**src/rtl/tinyrisc_pkg.sv**
```systemverilog
// Shared encodings for the tinyrisc control path: FSM states, opcodes, PC source select.
package tinyrisc_pkg;

  typedef enum logic [2:0] {
    ST_FETCH   = 3'd0,
    ST_DECODE  = 3'd1,
    ST_EXECUTE = 3'd2,
    ST_MEM     = 3'd3,
    ST_WB      = 3'd4,
    ST_HALT    = 3'd5,
    ST_ERROR   = 3'd6
  } state_e;

  localparam logic [4:0] OP_MUL  = 5'b00010;
  localparam logic [4:0] OP_DIV  = 5'b00011;
  localparam logic [4:0] OP_MOD  = 5'b00100;
  localparam logic [4:0] OP_NOP  = 5'b01101;
  localparam logic [4:0] OP_HALT = 5'b11111;

  localparam logic [1:0] PC_SEL_INC = 2'd0;
  localparam logic [1:0] PC_SEL_BR  = 2'd1;
  localparam logic [1:0] PC_SEL_JMP = 2'd2;

  // Opcodes that hand off to the iterative ALU and wait for alu_done.
  function automatic logic is_multicycle(input logic [4:0] op);
    return (op == OP_MUL) || (op == OP_DIV) || (op == OP_MOD);
  endfunction

endpackage

```
**src/rtl/handshake_timer.sv**
```systemverilog
// Counts consecutive unacknowledged request cycles; flags the cycle that reaches TIMEOUT.
module handshake_timer #(
  parameter int unsigned TIMEOUT = 16
) (
  input  logic clk,
  input  logic rst,
  input  logic clear,
  input  logic enable,
  output logic expired
);

  localparam int unsigned CW = (TIMEOUT > 1) ? $clog2(TIMEOUT) : 1;

  logic [CW-1:0] cnt;

  // cnt holds the number of waited cycles before the current one, so the
  // TIMEOUT-th waiting cycle is the one that sees cnt == TIMEOUT-1.
  assign expired = enable && (cnt == CW'(TIMEOUT - 1));

  always_ff @(posedge clk) begin
    if (rst || clear) cnt <= '0;
    else if (enable)  cnt <= cnt + 1'b1;
  end

endmodule

```
**src/rtl/multicycle_sequencer.sv**
```systemverilog
// Multi-cycle control FSM: fetch/decode/execute/mem/writeback with handshake timeouts.
module multicycle_sequencer
  import tinyrisc_pkg::*;
#(
  parameter int unsigned TIMEOUT = 16
) (
  input  logic       clk,
  input  logic       rst,
  output logic       imem_req,
  input  logic       imem_ack,
  output logic       ir_load,
  input  logic [4:0] dec_opcode,
  input  logic       dec_mem_read,
  input  logic       dec_mem_write,
  input  logic       dec_reg_write,
  input  logic       dec_branch,
  input  logic       dec_jump,
  input  logic       branch_taken,
  output logic       alu_start,
  input  logic       alu_done,
  output logic       dmem_req,
  output logic       dmem_we,
  input  logic       dmem_ack,
  output logic       pc_write,
  output logic [1:0] pc_sel,
  output logic       rf_write,
  output logic       halted,
  output logic       bus_error,
  output logic [2:0] state
);

  state_e     state_q, state_d;
  logic       alu_busy;
  logic       multi;
  logic       tmr_en, tmr_clear, tmr_expired;
  logic       imem_req_c, ir_load_c, alu_start_c, dmem_req_c, dmem_we_c;
  logic       pc_write_c, rf_write_c;
  logic [1:0] pc_sel_c;

  assign multi = is_multicycle(dec_opcode);

  always_ff @(posedge clk) begin
    if (rst) begin
      state_q  <= ST_FETCH;
      alu_busy <= 1'b0;
    end else begin
      state_q  <= state_d;
      alu_busy <= (state_q == ST_EXECUTE) && multi && (state_d == ST_EXECUTE);
    end
  end

  always_comb begin
    state_d     = state_q;
    imem_req_c  = 1'b0;
    ir_load_c   = 1'b0;
    alu_start_c = 1'b0;
    dmem_req_c  = 1'b0;
    dmem_we_c   = 1'b0;
    pc_write_c  = 1'b0;
    pc_sel_c    = PC_SEL_INC;
    rf_write_c  = 1'b0;
    unique case (state_q)
      ST_FETCH: begin
        imem_req_c = 1'b1;
        if (imem_ack) begin
          ir_load_c = 1'b1;
          state_d   = ST_DECODE;
        end else if (tmr_expired) begin
          state_d = ST_ERROR;
        end
      end
      ST_DECODE: begin
        if (dec_opcode == OP_HALT) begin
          state_d = ST_HALT;
        end else if (dec_opcode == OP_NOP) begin
          pc_write_c = 1'b1;
          state_d    = ST_FETCH;
        end else begin
          state_d = ST_EXECUTE;
        end
      end
      ST_EXECUTE: begin
        // Entry cycle of a multi-cycle op only launches the ALU; alu_done is not looked at.
        if (multi && !alu_busy) begin
          alu_start_c = 1'b1;
        end else if (!multi || alu_done) begin
          if (dec_mem_read || dec_mem_write) begin
            state_d = ST_MEM;
          end else if (dec_branch) begin
            pc_write_c = 1'b1;
            pc_sel_c   = branch_taken ? PC_SEL_BR : PC_SEL_INC;
            state_d    = ST_FETCH;
          end else if (dec_jump && !dec_reg_write) begin
            pc_write_c = 1'b1;
            pc_sel_c   = PC_SEL_JMP;
            state_d    = ST_FETCH;
          end else if (dec_reg_write) begin
            state_d = ST_WB;
          end else begin
            pc_write_c = 1'b1;
            state_d    = ST_FETCH;
          end
        end
      end
      ST_MEM: begin
        dmem_req_c = 1'b1;
        dmem_we_c  = dec_mem_write;
        if (dmem_ack) begin
          if (dec_mem_write) begin
            pc_write_c = 1'b1;
            state_d    = ST_FETCH;
          end else begin
            state_d = ST_WB;
          end
        end else if (tmr_expired) begin
          state_d = ST_ERROR;
        end
      end
      ST_WB: begin
        rf_write_c = 1'b1;
        pc_write_c = 1'b1;
        pc_sel_c   = (dec_jump && dec_reg_write) ? PC_SEL_JMP : PC_SEL_INC;
        state_d    = ST_FETCH;
      end
      ST_HALT:  state_d = ST_HALT;
      ST_ERROR: state_d = ST_ERROR;
      default:  state_d = ST_ERROR;
    endcase
  end

  // Any state change restarts the wait count, so FETCH and MEM always start from zero.
  assign tmr_clear = (state_d != state_q);
  assign tmr_en    = ((state_q == ST_FETCH) && !imem_ack) ||
                     ((state_q == ST_MEM)   && !dmem_ack);

  handshake_timer #(.TIMEOUT(TIMEOUT)) u_timer (
    .clk     (clk),
    .rst     (rst),
    .clear   (tmr_clear),
    .enable  (tmr_en),
    .expired (tmr_expired)
  );

  // Reset forces every output low immediately, even mid-transaction.
  assign imem_req  = !rst && imem_req_c;
  assign ir_load   = !rst && ir_load_c;
  assign alu_start = !rst && alu_start_c;
  assign dmem_req  = !rst && dmem_req_c;
  assign dmem_we   = !rst && dmem_we_c;
  assign pc_write  = !rst && pc_write_c;
  assign pc_sel    = rst ? PC_SEL_INC : pc_sel_c;
  assign rf_write  = !rst && rf_write_c;
  assign halted    = !rst && (state_q == ST_HALT);
  assign bus_error = !rst && (state_q == ST_ERROR);
  assign state     = rst ? ST_FETCH : state_q;

endmodule

```
**config.mk**
```make
export PLATFORM = sky130hd
export DESIGN_NAME = multicycle_sequencer
export DESIGN_NICKNAME = d
export VERILOG_FILES = /design/src/rtl/tinyrisc_pkg.sv /design/src/rtl/handshake_timer.sv /design/src/rtl/multicycle_sequencer.sv
export SDC_FILE = /design/constraint.sdc
export NUM_CORES = 1
export LEC_CHECK = 0
export CORE_MARGIN = 2
export CORE_UTILIZATION = 35
export CTS_CLUSTER_DIAMETER = 40
export DETAILED_ROUTE_END_ITERATION = 10
export GPL_TIMING_DRIVEN = 0
export PLACE_DENSITY = 0.73
export SKIP_CTS_REPAIR_TIMING = 1
export SYNTH_ARGS = -nofsm -noshare
export SYNTH_HDL_FRONTEND = slang
export SYNTH_SLANG_ARGS = --single-unit
```
**constraint.sdc**
```tcl
create_clock -name clk -period 6.8 [get_ports clk]
set_input_delay 2.04 -clock clk [delete_from_list [all_inputs] [get_ports clk]]
set_output_delay 2.04 -clock clk [all_outputs]
set_load 0.1 [all_outputs]
```
==> out/metrics.csv <==
stage,metric,value,unit
timing,timing.final.crit_share,97.2,%
synth,seq_area_frac_synth,20.4,%
synth,synth_common_cells,"nor2_1 (20), dfxtp_1 (8), a21oi_1 (6), nand2_1 (6), nand2b_1 (5)",
global_route,grt.total_usage,16.6,%
worst_setup_path,cpLargestDelayFamily,buffers and inverters,
floorplan,die_h,51.3,µm
clock_network,cts_tree,yes,
finish,fin_nets,159,
synth,synth_top_area_cell,dfxtp_1,
synth,synth_cell_type_count,43,
synth,synthArstFlopShare,0,%
clock_network,htree_num_levels,1,
timing,setup_viol,0,
synth,syn-num-nets,125,
pwr,peakVddDrop,58.4,µV
timing,fin_skew,0.00202,ns
finish,fillerInstances,199,
floorplan,die_area,0.00264,mm²
clock_network,cts_buffers,3,
global_route,antenna_found_initial,0,
route,ant_nets,0,
timing,finalMaxSlewViolations,0,
worst_setup_path,crit_required,4.76,ns
global_route,grt-busiest-layer,met2,
worst_setup_path,cp_cell_sequence,"clkdlybuf4s50_1, or3b_1, a21oi_2, or3_1, nor3_2, a21oi_1, nor4b_2, dlymetal6s2s_1",
global_route,use_met1,20.4,%
global_route,grt_pass1_vias,902,
finish,n_antenna_cell,0,
clock_network,clock-sinks,8,
finish,fin_cells,168,
pwr,p_leak,0.471,nW
route,drc,0,
placed_design,place.port_buffers,29,
route,drtIter0Drc,33,
timing,min_period,6.61,ns
synth,synth-edff-count,0,
placed_design,detailed_place_hpwl,1660,µm
floorplan,rows,17,
worst_setup_path,critPathMaxFanout,5,
synth,synth_area_leaders,"dfxtp_1 (20%), nor2_1 (9.6%), nand2b_1 (4.0%)",
pwr,powerDensity,142,mW/mm²
synth,synth.most_common_cell,nor2_1,
clock_network,cts.root.buffer_cell,clkbuf_4,
timing,fmax,0.151,GHz
clock_network,cts_buffer_depth,2,
worst_setup_path,crit_path_end_kind,output pin,
placed_design,post-place-cells,165,
worst_setup_path,cp_data_arrival_time,4.57,ns
global_route,grt_pass1_wl,3460,µm
finish,final_design_area_no_fill,0.00115,mm²
worst_hold_path,hold_class,reg2reg,
floorplan,ios,30,
route,vias,919,
placed_design,gp_routability_congestion,0.846,
route,wl_per_cell,12.0,µm
placed_design,placed_area,0.00112,mm²
synth,synthFlopType,dfxtp_1,
synth,synthCells,108,
route,routed_wl,2010,µm
global_route,use_met2,27.7,%
worst_setup_path,cp-start-kind,input port,
timing,slew_headroom,34.7,%
synth,ys_ff_latch,8,
job,cap_violations,0,
worst_setup_path,cp_num_buf_inv,2,
global_route,grt_use_met3,2.63,%
floorplan,start_util,36.2,%
global_route,grt_max_degree,11,
worst_setup_path,slowest_stage,dlymetal6s2s_1,
floorplan,die_w,51.3,µm
finish,drive_gt1_share,10.7,%
timing,rsz0062_at_grt,false,
worst_setup_path,critPathKind,in2out,
route,drt-pass1-iter-count,4,
floorplan,fp.coreArea,0.00217,mm²
synth,yosysWarnings,0,
worst_setup_path,cpPeakStageDelay,0.78,ns
finish,area_delta_synth_final,47.2,%
outcome,status,"finished, final reports clean",
synth,synth_area,785,µm²
synth,synth_area_per_cell,7.26,µm²
synth,synth_top_area_share,20.4,%
route,vias_per_cell,5.47,
finish,fin_util,53.2,%
global_route,globalRoute.totalOverflow,0,
timing,worst_pin_slew,0.977,ns
clock_network,worst_skew_pair.late_latency,0.24,ns
clock_network,clk_pin_slew,0.05,ns
timing,hold_viol_final,0,
-- metrics by stage --
step	setup WS, ns	total power (W)	hold WS (ns)	setup TNS (ns)
6_report	0.189	0.000163	0.548	0
2_1_floorplan	0.131	0.000107	0.488	0
3_3_place_gp	-0.183	0.000130	0.508	-0.183
3_5_place_dp	-0.207	0.000130	0.533	-0.214
5_1_grt	0.0359	0.000175	0.569	0
4_1_cts	-0.209	0.000165	0.547	-0.227
-- metal layers --
layer,wire [µm],up-vias
met5,0,-
met2,1020,25
met1,898,429
li1,-,465
met4,0,0
met3,94,0
-- worst reg2reg max path: cells and delay by family (launching register included) --
| kind | cells | cell delay, ns |
|---|---|---|
| flip-flops | 1 | 0.36 |
| AND/OR/NAND/NOR | 3 | 0.60 |
| AO/OA/AOI/OAI | 3 | 0.74 |
-- cell usage in the layout (no fill, tap or decap), types with 2 or more instances in the layout --
| cell type | synthesis | routed |
|---|---|---|
| clkdlybuf4s50_1 | 0 | 26 |
| nor2_1 | 20 | 20 |
| dfxtp_1 | 8 | 8 |
| nand2_1 | 6 | 6 |
| a21oi_1 | 6 | 6 |
| nand2b_1 | 5 | 5 |
| or3_1 | 4 | 4 |
| nor3_1 | 4 | 4 |
| clkbuf_1 | 3 | 3 |
| buf_2 | 3 | 3 |
| nand3b_1 | 3 | 3 |
| and3_1 | 3 | 3 |
| clkbuf_4 | 0 | 3 |
| dlymetal6s2s_1 | 0 | 3 |
| nor2b_1 | 2 | 2 |
| or3b_1 | 2 | 2 |
| and2_1 | 2 | 2 |
| nand4_1 | 2 | 2 |
| o21ai_0 | 2 | 2 |
| xor2_1 | 2 | 2 |
| nand3_1 | 2 | 2 |
| nor4_1 | 3 | 2 |
| xnor2_1 | 2 | 2 |
| a211oi_1 | 2 | 2 |
-- sequential cells by signal (all words and copies together) (netlist names) --
name and flops:
u_timer.cnt 4, state_q 3, alu_busy 1
-- power breakdown --
group	leakage (nW)	internal (W)	switching, W
clock	0.0138	0.0000200	0.0000138
sequential	0.0649	0.0000493	0.00000220
combinational	0.392	0.0000293	0.0000488
-- cell families (layout without fill, tap and decap cells) --
| logic type | after synthesis | count (layout) | synth area share (%) |
|---|---|---|---|
| AOI/OAI and AO/OA | 20 | 20 | 19.1 |
| buffers and inverters | 8 | 40 | 4.30 |
| DFF | 8 | 8 | 20.4 |
| adders and majority gates | 1 | 1 | 1.59 |
| and+or+nand+nor | 66 | 66 | 48.8 |
| xor gates and xnor gates | 4 | 4 | 4.47 |
| muxes | 1 | 1 | 1.28 |
-- layout make-up --
cell class | instances | area (µm²) | area share (%)
sequential | 8 | 160 | 13.9
clock buffer | 3 | 22.5 | 1.95
buffer | 6 | 26.3 | 2.28
multi-input combinational | 92 | 606 | 52.4
inverter | 2 | 7.51 | 0.650
timing repair buffer | 29 | 298 | 25.8
tap | 28 | 35.0 | 3.03
-- path summary, 6_finish.rpt --
check / end / from / slack (ns) / cells after the start
setup / recovery: pc_write / dec_opcode[1] / 0.19 / 8
hold / removal: u_timer.cnt[3]$_SDFFE_PP0P_ / u_timer.cnt[3]$_SDFFE_PP0P_ / 0.55 / 2
setup reg to reg: u_timer.cnt[0]$_SDFFE_PP0P_ / state_q[1]$_SDFF_PP0_ / 4.98 / 6
hold reg to reg: u_timer.cnt[3]$_SDFFE_PP0P_ / u_timer.cnt[3]$_SDFFE_PP0P_ / 0.55 / 2
Power figures use the tool's default switching activity.
